`config.mk`:
```
export PLATFORM = sky130hd
export DESIGN_NAME = obs_capture
export DESIGN_NICKNAME = d
export VERILOG_FILES = /design/src/rtl/obs_capture.sv
export SDC_FILE = /design/constraint.sdc
export NUM_CORES = 1
export LEC_CHECK = 0
export CORE_MARGIN = 2
export CORE_UTILIZATION = 50
export CTS_CLUSTER_DIAMETER = 40
export DETAILED_ROUTE_END_ITERATION = 12
export PLACE_DENSITY = 0.8
export SLEW_MARGIN = 20
export SYNTH_ARGS = -nofsm -noshare
export SYNTH_HDL_FRONTEND = slang
export SYNTH_SLANG_ARGS = --single-unit
```
`constraint.sdc`:
```
create_clock -name clk -period 17.19 [get_ports clk]
set_clock_uncertainty 0.15 [all_clocks]
set_input_delay 3.438 -clock clk [delete_from_list [all_inputs] [get_ports clk]]
set_output_delay 3.438 -clock clk [all_outputs]
set_load 0.02 [all_outputs]
```
`src/rtl/obs_capture.sv`:
```
// -----------------------------------------------------------------------------
// obs_capture
//
// Response-side capture unit. Whenever the observation strobe is high at a
// rising edge, the DUT output word is stamped with the current cycle number
// and queued in a small first-word-fall-through FIFO. A consumer drains the
// FIFO through a valid/ready port. A MISR folds every observed word, dropped
// ones included, into a running signature, so a whole run can be judged by a
// single compare.
//
// Ports
//   clk        single clock, all state changes on the rising edge
//   rst        asynchronous active-high reset
//   out        DUT output word to observe (DATA_W)
//   __obs      observation strobe, sampled at the edge
//   rd_ready   consumer takes the head entry on this edge
//   rd_valid   FIFO non-empty, head entry is presented
//   rd_data    head entry data word (DATA_W)
//   rd_tag     head entry cycle tag (TAG_W)
//   count      number of occupied entries ($clog2(DEPTH)+1)
//   overflow   sticky, a sample was dropped because the FIFO was full
//   signature  current MISR value (DATA_W)
//   cycle      free-running cycle counter (TAG_W)
// -----------------------------------------------------------------------------
module obs_capture #(
    parameter int                DATA_W = 128,
    parameter int                DEPTH  = 8,
    parameter int                TAG_W  = 32,
    parameter logic [DATA_W-1:0] POLY   = 'h87
) (
    input  logic                     clk,
    input  logic                     rst,
    input  logic [DATA_W-1:0]        out,
    input  logic                     __obs,
    input  logic                     rd_ready,
    output logic                     rd_valid,
    output logic [DATA_W-1:0]        rd_data,
    output logic [TAG_W-1:0]         rd_tag,
    output logic [$clog2(DEPTH):0]   count,
    output logic                     overflow,
    output logic [DATA_W-1:0]        signature,
    output logic [TAG_W-1:0]         cycle
);

    localparam int PTR_W = $clog2(DEPTH);
    localparam int CNT_W = PTR_W + 1;

    // -------------------------------------------------------------------------
    // State
    // -------------------------------------------------------------------------
    logic [PTR_W-1:0]  wr_ptr_reg;
    logic [PTR_W-1:0]  wr_ptr_next;
    logic [PTR_W-1:0]  rd_ptr_reg;
    logic [PTR_W-1:0]  rd_ptr_next;
    logic [CNT_W-1:0]  count_reg;
    logic [CNT_W-1:0]  count_next;
    logic              overflow_reg;
    logic              overflow_next;
    logic [DATA_W-1:0] sig_reg;
    logic [DATA_W-1:0] sig_next;
    logic [TAG_W-1:0]  cycle_reg;
    logic [TAG_W-1:0]  cycle_next;

    // Entry storage. Never cleared: contents only matter while occupied.
    logic [DATA_W-1:0] data_mem [DEPTH];
    logic [TAG_W-1:0]  tag_mem  [DEPTH];

    // -------------------------------------------------------------------------
    // Handshake decode
    // -------------------------------------------------------------------------
    logic full;
    logic empty;
    logic pop;
    logic push;
    logic drop;

    assign full  = (count_reg == CNT_W'(DEPTH));
    assign empty = (count_reg == '0);

    // rd_ready while empty does nothing.
    assign pop   = rd_ready && !empty;

    // A full FIFO still accepts a sample when the head leaves on the same
    // edge, so back-to-back push/pop sustains full throughput.
    assign push  = __obs && (!full || pop);
    assign drop  = __obs && full && !pop;

    // -------------------------------------------------------------------------
    // MISR next value: shift left, fold the outgoing MSB back through POLY,
    // then mix in the observed word. One generate slice per bit.
    // -------------------------------------------------------------------------
    logic [DATA_W-1:0] misr_step;

    genvar gi;
    generate
        for (gi = 0; gi < DATA_W; gi++) begin : g_misr
            if (gi == 0) begin : g_lsb
                assign misr_step[gi] = (sig_reg[DATA_W-1] & POLY[gi]) ^ out[gi];
            end else begin : g_bit
                assign misr_step[gi] = sig_reg[gi-1]
                                     ^ (sig_reg[DATA_W-1] & POLY[gi])
                                     ^ out[gi];
            end
        end
    endgenerate

    // -------------------------------------------------------------------------
    // Next-state logic
    // -------------------------------------------------------------------------
    always_comb begin
        // Pointers are PTR_W bits wide and DEPTH is a power of two, so the
        // natural wrap of the adder is the modulo-DEPTH advance.
        wr_ptr_next   = push ? wr_ptr_reg + 1'b1 : wr_ptr_reg;
        rd_ptr_next   = pop  ? rd_ptr_reg + 1'b1 : rd_ptr_reg;
        count_next    = count_reg + CNT_W'(push) - CNT_W'(pop);
        overflow_next = overflow_reg | drop;
        // Dropped samples still enter the signature.
        sig_next      = __obs ? misr_step : sig_reg;
        // Wraps silently at 2^TAG_W-1.
        cycle_next    = cycle_reg + 1'b1;
    end

    // -------------------------------------------------------------------------
    // Control registers (asynchronous reset)
    // -------------------------------------------------------------------------
    always_ff @(posedge clk or posedge rst) begin
        if (rst) begin
            wr_ptr_reg   <= '0;
            rd_ptr_reg   <= '0;
            count_reg    <= '0;
            overflow_reg <= 1'b0;
            sig_reg      <= '0;
            cycle_reg    <= '0;
        end else begin
            wr_ptr_reg   <= wr_ptr_next;
            rd_ptr_reg   <= rd_ptr_next;
            count_reg    <= count_next;
            overflow_reg <= overflow_next;
            sig_reg      <= sig_next;
            cycle_reg    <= cycle_next;
        end
    end

    // -------------------------------------------------------------------------
    // Entry write. The tag is the cycle value before this edge's increment,
    // i.e. the cycle output seen during the cycle preceding the capture.
    // -------------------------------------------------------------------------
    always_ff @(posedge clk) begin
        if (push) begin
            data_mem[wr_ptr_reg] <= out;
            tag_mem[wr_ptr_reg]  <= cycle_reg;
        end
    end

    // -------------------------------------------------------------------------
    // Outputs. Head entry is read combinationally from the read pointer so it
    // falls through with zero latency; everything depends only on registers.
    // -------------------------------------------------------------------------
    assign rd_valid  = !empty;
    assign rd_data   = data_mem[rd_ptr_reg];
    assign rd_tag    = tag_mem[rd_ptr_reg];
    assign count     = count_reg;
    assign overflow  = overflow_reg;
    assign signature = sig_reg;
    assign cycle     = cycle_reg;

endmodule

```
==> impl_metrics.env, run 1 <==
export IMPL_end_kind="output port"
export IMPL_dp_slack_ps=9210
export IMPL_power_frac_clock=0.304
export IMPL_antenna_found_initial=8
export IMPL_ant_nets=0
export IMPL_min_to="overflow"
export IMPL_arrival_ps=5070
export IMPL_total_power_uw=12100
export IMPL_drc=0
export IMPL_cp_top_family="buffers and inverters"
export IMPL_netlist_area_mm2=0.0562
export IMPL_place_congestion=0.745
export IMPL_seq_area_frac_synth=0.761
export IMPL_regMostFlops="data_mem"
export IMPL_fin_util=0.614
export IMPL_largest_reg_flops=1024
export IMPL_cts_resized=0
export IMPL_dp_hpwl_um=66100
export IMPL_overflow=0
export IMPL_first_pass_iters=6
export IMPL_min_from="overflow"
export IMPL_cts_tree="done"
export IMPL_cts_setup_buffers=0
export IMPL_syn_area_per_cell_um2=21.8
export IMPL_yosysTopAreaCell="edfxtp_1"
export IMPL_required_ps=13600
export IMPL_die_area_mm2=0.115
export IMPL_power_density_mw_per_mm2=178
export IMPL_synth_cell_types=33
export IMPL_cap_violations=0
export IMPL_p_leak_uw=0.0228
export IMPL_hold_depth=1
export IMPL_io_pins=458
export IMPL_r2r_start="count[2]"
export IMPL_numClockSinks=1451
export IMPL_synth_nets=2721
export IMPL_routed_wl_um=123000
export IMPL_cts_reportedPaths_clkPinSlew_ps=60
export IMPL_coreArea_mm2=0.111
export IMPL_vias=27300
export IMPL_area_growth_pct=21.4
export IMPL_htree_num_levels=4
export IMPL_synth_flop_cell="edfxtp_1"
export IMPL_r2r_slack_ps=12720
export IMPL_drive_above_1_share=0.212
export IMPL_setup_viol=0
export IMPL_die_h_um=339
export IMPL_dp_cells=4446
export IMPL_post_route_period_util=0.503
export IMPL_crit_path_frequent_cell="buf_12"
export IMPL_fin_setup_tns_ps=0
export IMPL_synth_edf_count=1280
export IMPL_p_comb_frac=0.317
export IMPL_crit_buf_inv=4
export IMPL_grt_pass1_wl_um=184000
export IMPL_finalCriticalPeriod_ps=8650
export IMPL_worst_pin_slew_ps=1110
export IMPL_cp_start_kind="register"
export IMPL_ctsHoldBuffers=0
export IMPL_num_rows=122
export IMPL_grt_pass1_vias=28900
export IMPL_sw_frac_of_total=0.303
export IMPL_hp_class="reg2reg"
export IMPL_synth_area_top_cells="edfxtp_1, mux4_2, dfrtp_1"
export IMPL_netlist_instances=2579
export IMPL_hold_viol_final=0
export IMPL_die_width_um=339
export IMPL_clk_latency_ps=770
export IMPL_p_seq_frac=0.379
export IMPL_maxSlewHeadroom=0.259
export IMPL_final_cell_mix="edfxtp_1, clkdlybuf4s50_1, mux4_2, clkbuf_16, dfrtp_1"
export IMPL_status="finished, final reports clean"
export IMPL_grt_max_degree=139
export IMPL_wl_per_cell_um=25.8
export IMPL_async_flop_share=0.118
export IMPL_final_cells=4764
export IMPL_fin_ws_ps=8540
export IMPL_path_class="reg2out"
export IMPL_cts_buffer_depth=3
export IMPL_synth_top_area_share=0.685
export IMPL_p_switching_uw=3670
export IMPL_slowest_delay_ps=710
export IMPL_start_util=0.506
export IMPL_cp_slowest_cell="buf_4"
export IMPL_cts_buffers=168
export IMPL_via_per_inst=5.74
export IMPL_reg2reg_to="tag_mem[7][29]"
export IMPL_slew_viol_final=0
export IMPL_cts_root_buf="clkbuf_16"
export IMPL_portBuffers=457
export IMPL_final_common_cell="edfxtp_1"
export IMPL_grt_setup_unrepaired="no"
export IMPL_drt_initial_drc_count=2127
export IMPL_synth_seq_cells=1451
export IMPL_nets=3270
export IMPL_rr_worst_depth=8
export IMPL_ir_worst_vdd_mv=0.164
export IMPL_crit_path_cell_trace="buf_12 > buf_4 > buf_12 > mux4_1 > mux2_2 > clkdlybuf4s50_1"
export IMPL_yosys_warnings=0
export IMPL_max_freq_mhz=116
export IMPL_internal_power_uw=8440
export IMPL_worstPathMaxFanout=122
export IMPL_grt_usage=0.215
-- worst max-delay path by stage --
stage | startpoint | cells after the start | slack (ps) | end
floorplan | rd_ready | 4 | 1320 | data_mem[1][0]
global placement | rd_ptr_reg[0] | 6 | 9250 | rd_data[127]
detailed placement | rd_ptr_reg[0] | 6 | 9210 | rd_data[94]
CTS | rd_ptr_reg[0] | 6 | 8340 | rd_tag[5]
global route | rd_ptr_reg[0] | 6 | 8160 | rd_data[127]
finish | rd_ptr_reg[0] | 6 | 8540 | rd_data[95]
-- power groups by stage --
stage / Clock [µW] / Combinational, µW / Sequential (µW)
finish: 3680 / 3830 / 4590
CTS: 3750 / 3880 / 4600
global placement: 0 / 3790 / 4630
floorplan: 0 / 2360 / 4770
global route: 3890 / 4030 / 4630
detailed placement: 0 / 3830 / 4660
-- cell type report --
| class | instances | area, µm² |
|---|---|---|
| diodes | 4 | 10.0 |
| clock buffers | 209 | 4520 |
| clock inverters | 105 | 1340 |
| fillers | 7407 | 42800 |
| inverters | 16 | 67.6 |
| multi-input cells | 991 | 12700 |
| flip-flops and latches | 1451 | 42700 |
| well taps | 1488 | 1860 |
| repair buffers | 500 | 4950 |
-- metrics by stage --
step                      area, µm²  hold slack [ps]
after floorplan               56200              324
after global placement        62300              314
after CTS                     68200              322
final                         68200              323
after global routing          68200              354
after detailed placement      62300              309
-- synth_stat cells (all sizes together) (4+ instances only) --
| cell type | n |
|---|---|
| xnor2 | 159 |
| inv | 16 |
| buf | 70 |
| mux4 | 320 |
| dfrtp | 171 |
| nor2 | 137 |
| nand3 | 14 |
| nand2b | 4 |
| nor3 | 7 |
| edfxtp | 1280 |
| xor2 | 7 |
| a21oi | 126 |
| clkbuf | 51 |
| ha | 9 |
| nand2 | 14 |
| mux2 | 165 |
| nand4 | 14 |
-- worst register-to-register path, cell delays in order, from the launching register on --
cell,delay (ps)
dfrtp_1,350
inv_1,80
ha_1,220
nand2b_1,150
a31o_2,310
or2_2,380
nor2_4,800
buf_4,850
buf_4,770
-- cells by family after synthesis --
kind of cell / Yosys count / share of synthesized area
flops: 1451 / 0.761
mux: 485 / 0.170
simple gates: 201 / 0.0155
xor+xnor: 166 / 0.0259
buf+inv: 137 / 0.0140
compound gates: 129 / 0.0117
fa+ha+maj: 10 / 0.00236
-- metal layers --
metal / vias up / track usage / wire [µm]
li1: 11700 / - / -
met1: 14400 / 0.273 / 48200
met2: 957 / 0.368 / 63500
met3: 214 / 0.0501 / 8130
met4: 12 / 0.0683 / 2990
met5: - / 0 / 87
Note: power is estimated with default switching activity, not from simulation.
==> inputs of run 2 (changes only) <==
--- a/config.mk
+++ b/config.mk
@@ -9,7 +9,7 @@
 export CORE_UTILIZATION = 50
 export CTS_CLUSTER_DIAMETER = 40
 export DETAILED_ROUTE_END_ITERATION = 12
-export PLACE_DENSITY = 0.8
+export PLACE_DENSITY = 0.83
 export SLEW_MARGIN = 20
 export SYNTH_ARGS = -nofsm -noshare
 export SYNTH_HDL_FRONTEND = slang
==> constraint.sdc (replaced) <==
create_clock -name clk -period 7.6 [get_ports clk]
set_clock_uncertainty 0.15 [all_clocks]
set_input_delay 1.52 -clock clk [delete_from_list [all_inputs] [get_ports clk]]
set_output_delay 1.52 -clock clk [all_outputs]
set_load 0.02 [all_outputs]
==> run 2 against run 1 <==
Against the previous run:
- critical path depth decreased by 2
- cell count decreased by 0.21%
- first-iteration DRC count increased by 4.8%
- clock-buffer cell count decreased by 3
- sequential cell count unchanged
- largest power group unchanged
- critical endpoint is now rd_data[74]
- non-clock buffer count decreased by 4
- sequential power increased by 130%
- clock power increased by 120%
- die area unchanged
- wire length increased by 0.26%
- power increased by 120%
==> impl_metrics.env, run 2 (synthesis gave the netlist of run 1 again) <==
export IMPL_status="finished, final reports clean"
export IMPL_cp_start_kind="register"
export IMPL_area_growth_pct=21.4
export IMPL_maxSlewHeadroom=0.342
export IMPL_post_route_period_util=0.756
export IMPL_place_congestion=0.769
export IMPL_clk_latency_ps=760
export IMPL_grt_max_degree=117
export IMPL_p_comb_frac=0.320
export IMPL_grt_setup_unrepaired="no"
export IMPL_wl_per_cell_um=25.9
export IMPL_regMostFlops="data_mem"
export IMPL_cap_violations=0
export IMPL_arrival_ps=4080
export IMPL_nets=3264
export IMPL_final_cell_mix="edfxtp_1, clkdlybuf4s50_1, mux4_2, clkbuf_16, dfrtp_1"
export IMPL_grt_usage=0.215
export IMPL_fill_cells=7330
export IMPL_end_kind="output port"
export IMPL_numClockSinks=1451
export IMPL_cts_buffer_depth=3
export IMPL_hp_class="reg2reg"
export IMPL_drc=0
export IMPL_cts_root_buf="clkbuf_16"
export IMPL_p_seq_frac=0.386
export IMPL_io_pins=458
export IMPL_antenna_found_initial=7
export IMPL_ant_nets=0
export IMPL_via_per_inst=5.75
export IMPL_grt_pass1_wl_um=185000
export IMPL_drt_initial_drc_count=2230
export IMPL_setup_viol=0
export IMPL_max_freq_mhz=174
export IMPL_slew_viol_final=0
export IMPL_cts_tree="done"
export IMPL_power_density_mw_per_mm2=398
export IMPL_grt_pass1_vias=28800
export IMPL_cts_setup_buffers=0
export IMPL_sw_frac_of_total=0.307
export IMPL_rr_worst_depth=8
export IMPL_hold_depth=1
export IMPL_min_to="overflow"
export IMPL_r2r_slack_ps=4170
export IMPL_path_class="reg2out"
export IMPL_cts_reportedPaths_clkPinSlew_ps=60
export IMPL_internal_power_uw=18800
export IMPL_r2r_start="count[3]"
export IMPL_p_leak_uw=0.0227
export IMPL_final_common_cell="edfxtp_1"
export IMPL_overflow=0
export IMPL_cts_resized=0
export IMPL_largest_reg_flops=1024
export IMPL_min_from="overflow"
export IMPL_worstPathMaxFanout=82
export IMPL_worst_pin_slew_ps=987
export IMPL_fin_util=0.614
export IMPL_vias=27300
export IMPL_coreArea_mm2=0.111
export IMPL_start_util=0.506
export IMPL_num_rows=122
export IMPL_die_width_um=339
export IMPL_ctsHoldBuffers=0
export IMPL_power_frac_clock=0.294
export IMPL_ir_worst_vdd_mv=0.300
export IMPL_dp_hpwl_um=66800
export IMPL_drive_above_1_share=0.211
export IMPL_cts_buffers=166
export IMPL_finalCriticalPeriod_ps=5750
export IMPL_die_area_mm2=0.115
export IMPL_routed_wl_um=123000
export IMPL_hold_viol_final=0
export IMPL_required_ps=5930
export IMPL_portBuffers=457
export IMPL_fin_setup_tns_ps=0
export IMPL_p_switching_uw=8330
export IMPL_reg2reg_to="data_mem[0][113]"
export IMPL_die_h_um=339
export IMPL_htree_num_levels=4
export IMPL_first_pass_iters=5
-- run 2: cell count changes in the layout (fill, tap and decap cells not counted), sizes merged --
cell      before  now
buf           44   40
bufinv        21   12
clkbuf       209  206
clkinv        45   56
clkinvlp      15   16
diode          4    1
inv           40   37
-- run 2: worst max-delay path by stage --
stage	start	end	slack, ps
2_1_floorplan	rd_ready	data_mem[7][0]	-2050
3_3_place_gp	rd_ptr_reg[0]	rd_data[112]	2680
3_5_place_dp	rd_ptr_reg[0]	rd_data[102]	2620
4_1_cts	rd_ptr_reg[0]	rd_data[74]	1760
5_1_grt	rd_ptr_reg[0]	rd_data[74]	1660
6_report	rd_ptr_reg[0]	rd_data[74]	1850
-- run 2: cell type report --
type / count / area (µm²) / share of cell area
flip-flops and latches: 1451 / 42700 / 0.627
multi-input cells: 991 / 12700 / 0.187
repair buffers: 496 / 5120 / 0.0751
clock buffers: 206 / 4480 / 0.0657
well taps: 1488 / 1860 / 0.0273
clock inverters: 105 / 1170 / 0.0172
inverters: 16 / 67.6 / 0.000991
diodes: 1 / 2.50 / 0.0000367
-- run 2: per-layer routing --
metal,global-route usage,part of all wire,vias to the layer above
met5,0,0.00073,-
met4,0.0809,0.032,12
met3,0.0506,0.074,245
met2,0.353,0.50,1033
met1,0.281,0.39,14400
li1,-,-,11700
-- run 2: through the flow --
step	hold WS (ps)	cell area (µm²)	power [µW]	setup WS, ps	std cells
final	366	68200	27100	1850	4754
after global routing	356	68200	28200	1660	4753
after CTS	337	68200	27400	1760	4753
after detailed placement	327	62500	19300	2620	4442
after global placement	320	62500	19100	2680	4442
after floorplan	324	56200	16100	-2050	2579
-- run 2: power by group through the flow --
| stage | combinational, µW | sequential (µW) | clock (µW) |
|---|---|---|---|
| after global placement | 8580 | 10600 | 0 |
| after floorplan | 5330 | 10800 | 0 |
| after CTS | 8780 | 10500 | 8150 |
| final | 8680 | 10500 | 7990 |
| after detailed placement | 8680 | 10600 | 0 |
| after global routing | 9120 | 10600 | 8470 |
-- run 2: critical path, stage by stage (launching register included) --
cell and delay (ps):
dfrtp_4 1040, buf_12 530, mux4_1 680, mux2_2 290
clkdlybuf4s50_1 570
